===== config.mk =====
export PLATFORM = sky130hd
export DESIGN_NAME = rf_scrub_arbiter
export DESIGN_NICKNAME = d
export VERILOG_FILES = /design/src/rtl/rf_tmr_pkg.sv /design/src/rtl/tmr_majority_vote.sv /design/src/rtl/rf_scrub_arbiter.sv
export SDC_FILE = /design/constraint.sdc
export NUM_CORES = 1
export LEC_CHECK = 0
export CAP_MARGIN = 10
export CORE_MARGIN = 3
export CORE_UTILIZATION = 35
export DETAILED_ROUTE_END_ITERATION = 10
export PLACE_DENSITY_LB_ADDON = 0.05
export SYNTH_ARGS = -nofsm -noshare
export SYNTH_HDL_FRONTEND = slang
export SYNTH_SLANG_ARGS = --single-unit

===== constraint.sdc =====
create_clock -name clk -period 4.6 [get_ports clk]
set_input_delay 1.15 -clock clk [delete_from_list [all_inputs] [get_ports clk]]
set_output_delay 1.15 -clock clk [all_outputs]
set_load 0.01 [all_outputs]

===== src/rtl/rf_tmr_pkg.sv =====
// Shared definitions for the TMR register-file blocks: scrub FSM states,
// default widths and the saturating counter increment.
package rf_tmr_pkg;

    localparam int DEF_ADDR_W = 5;
    localparam int DEF_DATA_W = 32;

    typedef enum logic [2:0] {
        IDLE,
        WAIT,
        READ,
        CHECK,
        FIX,
        NEXT
    } scrub_state_t;

    // Increment that sticks at the all-ones value of a width-bit counter.
    function automatic logic [31:0] sat_inc(input logic [31:0] val, input int width);
        logic [31:0] max_val;
        max_val = (width >= 32) ? 32'hFFFF_FFFF : ((32'd1 << width) - 32'd1);
        return (val >= max_val) ? val : val + 32'd1;
    endfunction

endpackage


===== src/rtl/tmr_majority_vote.sv =====
// Bitwise 2-of-3 majority voter with disagreement flags; purely combinational
// so it can be dropped into any TMR datapath.
module tmr_majority_vote
    import rf_tmr_pkg::*;
#(
    parameter int DATA_W = DEF_DATA_W
) (
    input  logic [DATA_W-1:0] a,
    input  logic [DATA_W-1:0] b,
    input  logic [DATA_W-1:0] c,
    output logic [DATA_W-1:0] vote,
    output logic              any_mismatch,
    output logic              all_differ
);

    assign vote         = (a & b) | (a & c) | (b & c);
    assign any_mismatch = (a != b) || (a != c);
    assign all_differ   = (a != b) && (a != c) && (b != c);

endmodule


===== src/rtl/rf_scrub_arbiter.sv =====
// Background scrubber for the TMR register file; owns the shared write port.
// Optional per-replica error counters: define RF_SCRUB_REPLICA_STATS_EN.
module rf_scrub_arbiter
    import rf_tmr_pkg::*;
#(
    parameter int NUM_REGS  = 32,
    parameter int ADDR_W    = DEF_ADDR_W,
    parameter int DATA_W    = DEF_DATA_W,
    parameter int SCRUB_GAP = 16,
    parameter int ERR_W     = 16
) (
    input  logic              clk,
    input  logic              rst_in,
    input  logic              scrub_en,
    input  logic              core_we,
    input  logic [ADDR_W-1:0] core_waddr,
    input  logic [DATA_W-1:0] core_wdata,
    output logic              rf_we,
    output logic [ADDR_W-1:0] rf_waddr,
    output logic [DATA_W-1:0] rf_wdata,
    output logic [ADDR_W-1:0] scrub_raddr,
    input  logic [DATA_W-1:0] scrub_rd_a,
    input  logic [DATA_W-1:0] scrub_rd_b,
    input  logic [DATA_W-1:0] scrub_rd_c,
    output logic              scrub_busy,
    output logic              err_flag,
    output logic [ERR_W-1:0]  err_count,
    output logic              multi_err
`ifdef RF_SCRUB_REPLICA_STATS_EN
    ,
    output logic [ERR_W-1:0]  rep_err_a,
    output logic [ERR_W-1:0]  rep_err_b,
    output logic [ERR_W-1:0]  rep_err_c
`endif
);

    localparam int GAP_W = (SCRUB_GAP > 0) ? $clog2(SCRUB_GAP + 1) : 1;
    localparam logic [GAP_W-1:0]  GAP_END   = GAP_W'(SCRUB_GAP);
    localparam logic [ADDR_W-1:0] LAST_ADDR = ADDR_W'(NUM_REGS - 1);

    scrub_state_t      state;
    scrub_state_t      state_next;
    logic [GAP_W-1:0]  gap_cnt;
    logic [DATA_W-1:0] vote_w;
    logic              any_mis_w;
    logic              all_diff_w;
    logic [DATA_W-1:0] vote_q;
    logic              any_mis_q;
    logic              all_diff_q;
    logic              core_hit;

    tmr_majority_vote #(
        .DATA_W(DATA_W)
    ) u_vote (
        .a           (scrub_rd_a),
        .b           (scrub_rd_b),
        .c           (scrub_rd_c),
        .vote        (vote_w),
        .any_mismatch(any_mis_w),
        .all_differ  (all_diff_w)
    );

    // A core write to the address under inspection invalidates the sample/correction.
    assign core_hit = core_we && (core_waddr == scrub_raddr);

    always_ff @(posedge clk) begin
        if (rst_in) begin
            state <= IDLE;
        end else begin
            state <= state_next;
        end
    end

    always_comb begin
        state_next = state;
        case (state)
            IDLE:    if (scrub_en) state_next = WAIT;
            WAIT:    if (gap_cnt == GAP_END) state_next = READ;
            READ:    state_next = core_hit ? NEXT : CHECK;
            CHECK:   state_next = any_mis_q ? FIX : NEXT;
            FIX:     if (!core_we || core_hit) state_next = NEXT;
            NEXT:    state_next = scrub_en ? WAIT : IDLE;
            default: state_next = IDLE;
        endcase
    end

    always_ff @(posedge clk) begin
        if (rst_in) begin
            gap_cnt     <= '0;
            scrub_raddr <= '0;
            err_flag    <= 1'b0;
            err_count   <= '0;
        end else begin
            if (state == WAIT) begin
                gap_cnt <= (gap_cnt == GAP_END) ? '0 : gap_cnt + 1'b1;
            end
            if (state == CHECK && any_mis_q) begin
                err_flag  <= 1'b1;
                err_count <= ERR_W'(sat_inc(32'(err_count), ERR_W));
            end
            if (state == NEXT) begin
                scrub_raddr <= (scrub_raddr == LAST_ADDR) ? '0 : scrub_raddr + 1'b1;
            end
        end
    end

    // Sample registers are only consumed in the states following READ, so they carry no reset.
    always_ff @(posedge clk) begin
        if (state == READ) begin
            vote_q     <= vote_w;
            any_mis_q  <= any_mis_w;
            all_diff_q <= all_diff_w;
        end
    end

    assign scrub_busy = (state != IDLE);
    assign multi_err  = (state == CHECK) && any_mis_q && all_diff_q;

    // The core always owns the port when it writes; the scrub fills unused cycles in FIX.
    always_comb begin
        rf_we    = 1'b0;
        rf_waddr = scrub_raddr;
        rf_wdata = vote_q;
        if (core_we) begin
            rf_we    = 1'b1;
            rf_waddr = core_waddr;
            rf_wdata = core_wdata;
        end else if (state == FIX) begin
            rf_we = 1'b1;
        end
    end

`ifdef RF_SCRUB_REPLICA_STATS_EN
    logic [2:0] rep_diff_q;

    always_ff @(posedge clk) begin
        if (state == READ) begin
            rep_diff_q <= {(scrub_rd_c != vote_w), (scrub_rd_b != vote_w), (scrub_rd_a != vote_w)};
        end
    end

    always_ff @(posedge clk) begin
        if (rst_in) begin
            rep_err_a <= '0;
            rep_err_b <= '0;
            rep_err_c <= '0;
        end else if (state == CHECK) begin
            if (rep_diff_q[0]) rep_err_a <= ERR_W'(sat_inc(32'(rep_err_a), ERR_W));
            if (rep_diff_q[1]) rep_err_b <= ERR_W'(sat_inc(32'(rep_err_b), ERR_W));
            if (rep_diff_q[2]) rep_err_c <= ERR_W'(sat_inc(32'(rep_err_c), ERR_W));
        end
    end
`endif

endmodule


# Yosys cells after proc, flatten, opt, wreduce, memory -nomap -nowiden
# Cells that the tools add are included.
[op_classes]
n_div = 0
addsub = 3
reduce_logical = 12
n_mux = 13
n_mul = 0
magnitude_cmp = 1
eq_ne = 14
shifts = 0
bitwise_logic = 6
[op_table]
columns = ["operator", "n"]
rows = [
  ["$and 32x32->32", 3],
  ["$ne 32x32->1", 3],
  ["$or 32x32->32", 2],
  ["$mux 32", 1],
  ["$pmux 3 s6", 1],
  ["$add 16x1->16 const B", 1],
  ["$ge 16x16->1 const B", 1],
  ["$mux 5", 3],
  ["$mux 3", 4],
  ["$add 5x1->5 const B", 2],
  ["$eq 5x5->1 const B", 2],
  ["$eq 3x2->1 const B", 2],
  ["$eq 3x3->1 const B", 2],
  ["$eq 5x5->1", 1],
  ["$logic_and 1x1->1", 5],
  ["$mux 1", 4],
  ["$ne 2x2->1 const B", 2],
  ["$eq 3x1->1 const B", 1],
  ["$logic_not 3->1", 1],
  ["$reduce_and 3->1", 1],
  ["$reduce_bool 3->1", 1],
  ["$logic_or 1x1->1", 2],
  ["$ne 2x1->1 const B", 1],
  ["$reduce_and 2->1", 1],
  ["2 further kinds", 2],
]
[word_totals]
mem_count = 0
inputBits = 137
output_inout_bits = 62
latchBits = 0
reg_bits = 64
romBits = 0
mem_bits_rw = 0
elab_cells = 57

# Longest topological paths before layout
# Gate-level depths: netlist of the first run.
[logic_depth]
ltp_word = 5
depth_mapped = 6
mapped_depth_nobuf = 6

# Cells and area by module
# Synthesis of the first run repeated with hierarchy kept, for this count alone.
[unflattened]
hier_cells = 441
hier_area_um2 = 4787.1
[by_module_without_submodules]
columns = ["module", "seq_area_each_um2", "n_inst", "cells_each", "area_each_um2"]
rows = [
  ["rf_scrub_arbiter", 1621.6, 1, 278, 3165.5],
  ["tmr_majority_vote", 0.0, 1, 163, 1621.6],
]

# Least setup slack after synthesis of the first run
# Ideal clock, no wire load.
[synth_path]
path_type = "input to output"
from = "in core_we"
to = "out rf_waddr[0]"
arrival_time_ns = 2.220
n_path_buf = 2
required_ns = 3.450
cell_stages = 3
slack_ns = 1.230
cell_sequence = "buf_1 > buf_1 > mux2_2"
[synth_between]
elab_chain_len = 1
[synth_lines]
columns = ["item", "line", "source"]
rows = [
  ["start: declaration", "rf_scrub_arbiter.sv:15", "input logic core_we,"],
  ["$mux 5", "rf_scrub_arbiter.sv:124", "if (core_we) begin"],
  ["end: declaration", "rf_scrub_arbiter.sv:19", "output logic [ADDR_W-1:0] rf_waddr,"],
]
# No other way between the ends.

# Final worst setup path of the first run
[layout_path]
from = "in core_we"
to = "out rf_wdata[14]"
[layout_between]
elab_chain_len = 1
[layout_lines]
columns = ["item", "line", "source"]
rows = [
  ["$mux 32", "rf_scrub_arbiter.sv:124", ""],
  ["end: declaration", "rf_scrub_arbiter.sv:20", "output logic [DATA_W-1:0] rf_wdata,"],
]
# No other way between the ends.

==> results of run 1 <==
[critical path: cells and delay by family]
family,cells,cell delay [ns]
buf+inv,3,1.13
mux,1,0.35
[kinds of logic after synthesis]
kind of cell               share of synthesized area (%)
xor gates and xnor gates                           1.128
DFF                                                34.80
buffers and inverters                              1.396
adders and majority gates                          27.12
muxes                                              10.04
AOI/OAI and AO/OA                                  6.660
and+or+nand+nor                                    18.85
[cells in the mapped netlist (all sizes together), types with 4 or more instances]
library cell / instances
ha: 101
buf: 5
xor2: 5
mux2i: 4
edfxtp: 34
and3: 4
o21ai: 8
nor2: 19
clkbuf: 6
or4: 8
or3: 38
nand2: 18
nor4: 27
nor3: 6
nand4: 10
dfxtp: 30
inv: 6
nand3: 7
mux2: 38
a21oi: 17
[final cells by class]
type | count | area (sq um) | share of cell area, %
clock buffer | 11 | 264.0 | 3.696
clock inverter | 5 | 35.03 | 0.4905
inverter | 6 | 22.52 | 0.3153
multi-input combinational | 348 | 2980 | 41.72
sequential | 64 | 1622 | 22.70
tap | 172 | 215.2 | 3.013
timing repair buffer | 200 | 2004 | 28.06
[registers in the layout, summed over array words and instances (netlist names)]
register     flops
gap_cnt          5
vote_q          32
scrub_raddr      5
any_mis_q        1
err_flag         1
state            3
err_count       16
all_diff_q       1
[power breakdown]
group,switching (mW),internal [mW],leakage (nW),total (mW)
sequential,0.0320,0.646,0.545,0.678
clock,0.265,0.415,0.152,0.680
combinational,0.178,0.260,2.11,0.438
total,0.476,1.32,2.81,1.80
[worst max-delay path by stage]
| stage | start | to | slack, ns | cells past startpoint |
|---|---|---|---|---|
| after floorplan | core_we | rf_waddr[0] | 1.23 | 3 |
| after global placement | core_we | rf_wdata[14] | 0.82 | 4 |
| after detailed placement | core_we | rf_wdata[14] | 0.80 | 4 |
| after CTS | core_we | rf_wdata[14] | 0.79 | 4 |
| after global routing | core_we | rf_wdata[14] | 0.76 | 4 |
| final | core_we | rf_wdata[14] | 0.82 | 4 |
[layer usage]
layer  vias up  GRT usage (%)  wire [um]  part of all wire [%]
met5         -              0          0                     0
met4         0          7.353        340                   2.6
met3        23          5.035        971                   7.4
met2       156          30.50       6494                    49
met1      1931          20.95       5350                    41
li1       2102              -          -                     -
==> metrics.cfg, run 1 <==
[synthesis]
yosysWarningCount=0
syn_area_per_cell_sq_um=10.86
yosys.area.top_type=ha_1
synth_area_leaders=ha_1 (27%), edfxtp_1 (22%), dfxtp_1 (13%)
netlist-cell-type-count=46
synth_top_area_share_pct=27.12
synth_edf_count=34
netlist_area_sq_um=4659
synthesis.instances=429
synth_ff_type=edfxtp_1
ys_ff_latch=64
synth-async-reset-ratio_pct=0
ys_seq_area_share_pct=34.80
syn_nets=667

[cts]
cts_tree=done
cts_max_path_buffers=2
cts-root-buf=clkbuf_16
cts_setup_buffers=0
cts.clk_slew.worst_paths_ns=0.06
numCtsBuffers=9
clkSinkCount=64
clk_latency_ns=0.33
cts-hold-fix-buffers=0
cts_resized=0
cts_max_level=3

[setup_path]
worstPathArrival_ns=2.63
r2r-end=err_count[15]
crit_chain=buf_2 -> buf_12 -> mux2_2 -> clkdlybuf4s50_1
cp_slowest_stage_delay_ns=0.50
slowest_stage=clkdlybuf4s50_1
cp-end-kind=output pin
critPathKind=in2out
regToRegStartpoint=state[0]
cp.required_ns=3.45
reg2reg_depth=4
regToRegSetupSlack_ns=2.23
startpoint_type=primary input
cp_max_fo=22

[drt]
drtIter0Drc=241
ant_nets=0
vias=4212
wl_per_cell_um=16.32
routed_wl_mm=13.16
drcViolationCount=0
routed_via_density=5.226
drt_pass1_iterations=4

[min_path]
hp-start=err_flag
whs_endpoint=err_flag
min_path_cells=2
hold_path.class=reg2reg

[die]
row_count=41
pin_count=199
dieArea_sq_um=14730
initial_core_util_pct=36.33
die_w_um=121.4
coreArea_sq_um=12820
chipHeight_um=121.4

[final_layout]
final_common_cell=clkdlybuf4s50_1
final_cells=806
antenna-diode-count=0
fill_cells=1134
final_cell_mix=clkdlybuf4s50_1 (197), ha_1 (101), or3_1 (38), mux2_2 (38), edfxtp_1 (34)
final_util_pct=55.70
fin_area_sq_um=7143
fin_nets=867
drive_gt1_share_pct=9.621
area_growth_pct=53.30

[timing]
setup_viol=0
clock.fmax_ghz=0.2648
fin_crit_sh_pct=82.10
relSlewSlack_pct=28.58
period_minus_slack_ns=3.777
rsz0062_at_grt=false
worst_slack_ns=0.8232
tightest_slew_ns=1.069
fin_tns_setup_ns=0
fin_skew_ns=0.008062
finalMaxSlewViolations=0
whs_ns=0.4861
finalHoldViolCount=0

[placed_design]
post-place-ws_ns=0.8007
portBuffers=198
dp.cells=790
place_area_sq_um=6844
gp_congestion=0.8967
dpl.hpwl_mm=10.88

[global_route]
grt_pass1_wl_mm=20.60
antenna_found_initial=0
grtUsageTotal_pct=17.85
grt_pass1_vias=4256
grt_max_degree=35
gr-total-overflow=0

[pwr]
p_total_mw=1.796
leakage_nw=2.809
p_per_area_nw_per_um2=251.5
ir_worst_vdd_mv=0.1629

[run_status]
status=finished, final reports clean

[job]
max-cap-violations=0

No activity file was read; power rests on OpenSTA's default activity.
==> run 2, diff against run 1 <==
==> constraint.sdc (replaced) <==
create_clock -name clk -period 3.9 [get_ports clk]
set_input_delay 0.975 -clock clk [delete_from_list [all_inputs] [get_ports clk]]
set_output_delay 0.975 -clock clk [all_outputs]
set_load 0.01 [all_outputs]
==> run 2 against run 1 <==
  * Clock skew about the same
  * Cell count unchanged
  * Clock power increased by 10%
  * Count of clock-buffer cells in the layout unchanged
  * Utilization decreased by 0.21 points
  * Critical endpoint unchanged
==> metrics.cfg, run 2 (synthesis gave the netlist of run 1 again) <==
[final_layout]
regMostFlops=vote_q
largest_register_ffs=32  ; unchanged
drive_gt1_share_pct=9.464  ; -0.16 points
final_common_cell=clkdlybuf4s50_1
fill_cells=1135  ; +0.088%
reg.largest.list=vote_q (32), err_count (16)
fin_nets=867  ; unchanged
area_growth_pct=52.71
antenna-diode-count=0  ; unchanged
final_cell_mix=clkdlybuf4s50_1 (197), ha_1 (101), or3_1 (38), mux2_2 (38), edfxtp_1 (34)

[run_status]
status=finished, final reports clean

[cts]
clkSinkCount=64  ; unchanged
numCtsBuffers=9  ; unchanged
cts_setup_buffers=0  ; unchanged
cts_max_path_buffers=2  ; unchanged
clk_latency_ns=0.33  ; about the same
cts_resized=0  ; unchanged
cts_tree=done
cts-hold-fix-buffers=0  ; unchanged
cts.clk_slew.worst_paths_ns=0.06  ; about the same
cts-root-buf=clkbuf_16
cts_max_level=3  ; unchanged

[global_route]
grtUsageTotal_pct=18.20  ; +0.35 points
grt_pass1_vias=4358  ; +2.4%
grt_use_met1_pct=22.21  ; +1.3 points
gr-total-overflow=0  ; unchanged
top_usage_layer=met2
antenna_found_initial=0  ; unchanged
grt_use_met3_pct=4.755  ; -0.28 points
use_met2_pct=30.36  ; -0.14 points
grt_pass1_wl_mm=20.97  ; +1.8%
grt_max_degree=35  ; unchanged

[pwr]
ir_worst_vdd_mv=0.1886  ; +16%
leakage_nw=2.797  ; -0.41%
p_per_area_nw_per_um2=290.9  ; +16%

[setup_path]
crit_chain=buf_2 -> buf_12 -> mux2_2 -> clkdlybuf4s50_1
startpoint_type=primary input
worstPathArrival_ns=2.44  ; -0.19 ns
cp_max_fo=26  ; +18%
cp_slowest_stage_delay_ns=0.48  ; -0.02 ns
slowest_stage=clkdlybuf4s50_1
cp.required_ns=2.92  ; -0.53 ns
cp-end-kind=output pin
critPathKind=in2out

[drt]
drcViolationCount=0  ; unchanged
drtIter0Drc=215  ; -11%
routed_wl_mm=13.44  ; +2.1%
routed_via_density=5.266  ; +0.76%
vias=4244  ; +0.76%
ant_nets=0  ; unchanged
drt_pass1_iterations=6  ; +2
wl_per_cell_um=16.67  ; +2.1%

[job]
max-cap-violations=0  ; unchanged

[timing]
period_minus_slack_ns=3.415
fin_skew_ns=0.007973  ; -0.00008877 ns
worst_slack_ns=0.4852  ; -0.3380 ns
finalMaxSlewViolations=0  ; unchanged
relSlewSlack_pct=27.46  ; -1.1 points
tightest_slew_ns=1.086  ; +0.01675 ns
fin_tns_setup_ns=0  ; unchanged
rsz0062_at_grt=false
clock.fmax_ghz=0.2928
finalHoldViolCount=0  ; unchanged
whs_ns=0.4805  ; -0.005577 ns
setup_viol=0  ; unchanged
fin_crit_sh_pct=87.56

[die]
die_w_um=121.4  ; unchanged
row_count=41  ; unchanged
coreArea_sq_um=12820  ; unchanged
dieArea_sq_um=14730  ; unchanged
pin_count=199  ; unchanged
chipHeight_um=121.4  ; unchanged
initial_core_util_pct=36.33  ; unchanged

[placed_design]
gp_congestion=0.8659  ; -3.4%
post-place-ws_ns=0.4737  ; -0.3270 ns
dpl.hpwl_mm=11.03  ; +1.4%
portBuffers=198  ; unchanged

[min_path]
hold_path.class=reg2reg

-- run 2: cell counts in the layout (fill, tap and decap cells not counted) --
No cell type changed its count.
-- run 2: where the power goes --
group          leakage, nW  switching (mW)  internal, mW
Sequential           0.545          0.0379         0.763
Clock                0.140           0.305         0.446
Combinational         2.11           0.211         0.307
-- run 2: layout make-up --
type	instances	area, sq um	share of cell area, %
multi-input cells	348	2980	41.89
inverters	6	22.52	0.3165
repair buffers	200	2004	28.17
clock inverters	5	28.78	0.4044
well taps	172	215.2	3.024
flip-flops and latches	64	1622	22.79
clock buffers	11	242.7	3.411
-- run 2: metal layers --
layer	wire [um]	vias to the layer above
met1	5826	1968
met4	367	0
met3	891	27
met2	6350	142
li1	-	2107
met5	0	-
-- run 2: worst max-delay path, delay by kind of cell --
kind                   cells  cell delay, ns
buffers and inverters      3            1.09
muxes                      1            0.36
-- run 2: per-stage QoR --
step / std cells / util [%] / power (mW) / cell area [sq um]
6_report: 806 / 55.48 / 2.070 / 7116
5_1_grt: 806 / 55.48 / 2.184 / 7116
4_1_cts: 806 / 55.48 / 2.106 / 7116
3_5_place_dp: 790 / 53.37 / 1.337 / 6844
3_3_place_gp: 790 / 53.37 / 1.322 / 6844
2_1_floorplan: 429 / - / 1.029 / 4659
-- run 2: path summary, 6_finish.rpt --
path         startpoint  slack (ns)             to  depth (start not counted)
max             core_we        0.49   rf_wdata[14]                          4
min reg2reg    err_flag        0.48       err_flag                          2
max reg2reg    state[0]        1.55  err_count[15]                          4
min            err_flag        0.48       err_flag                          2
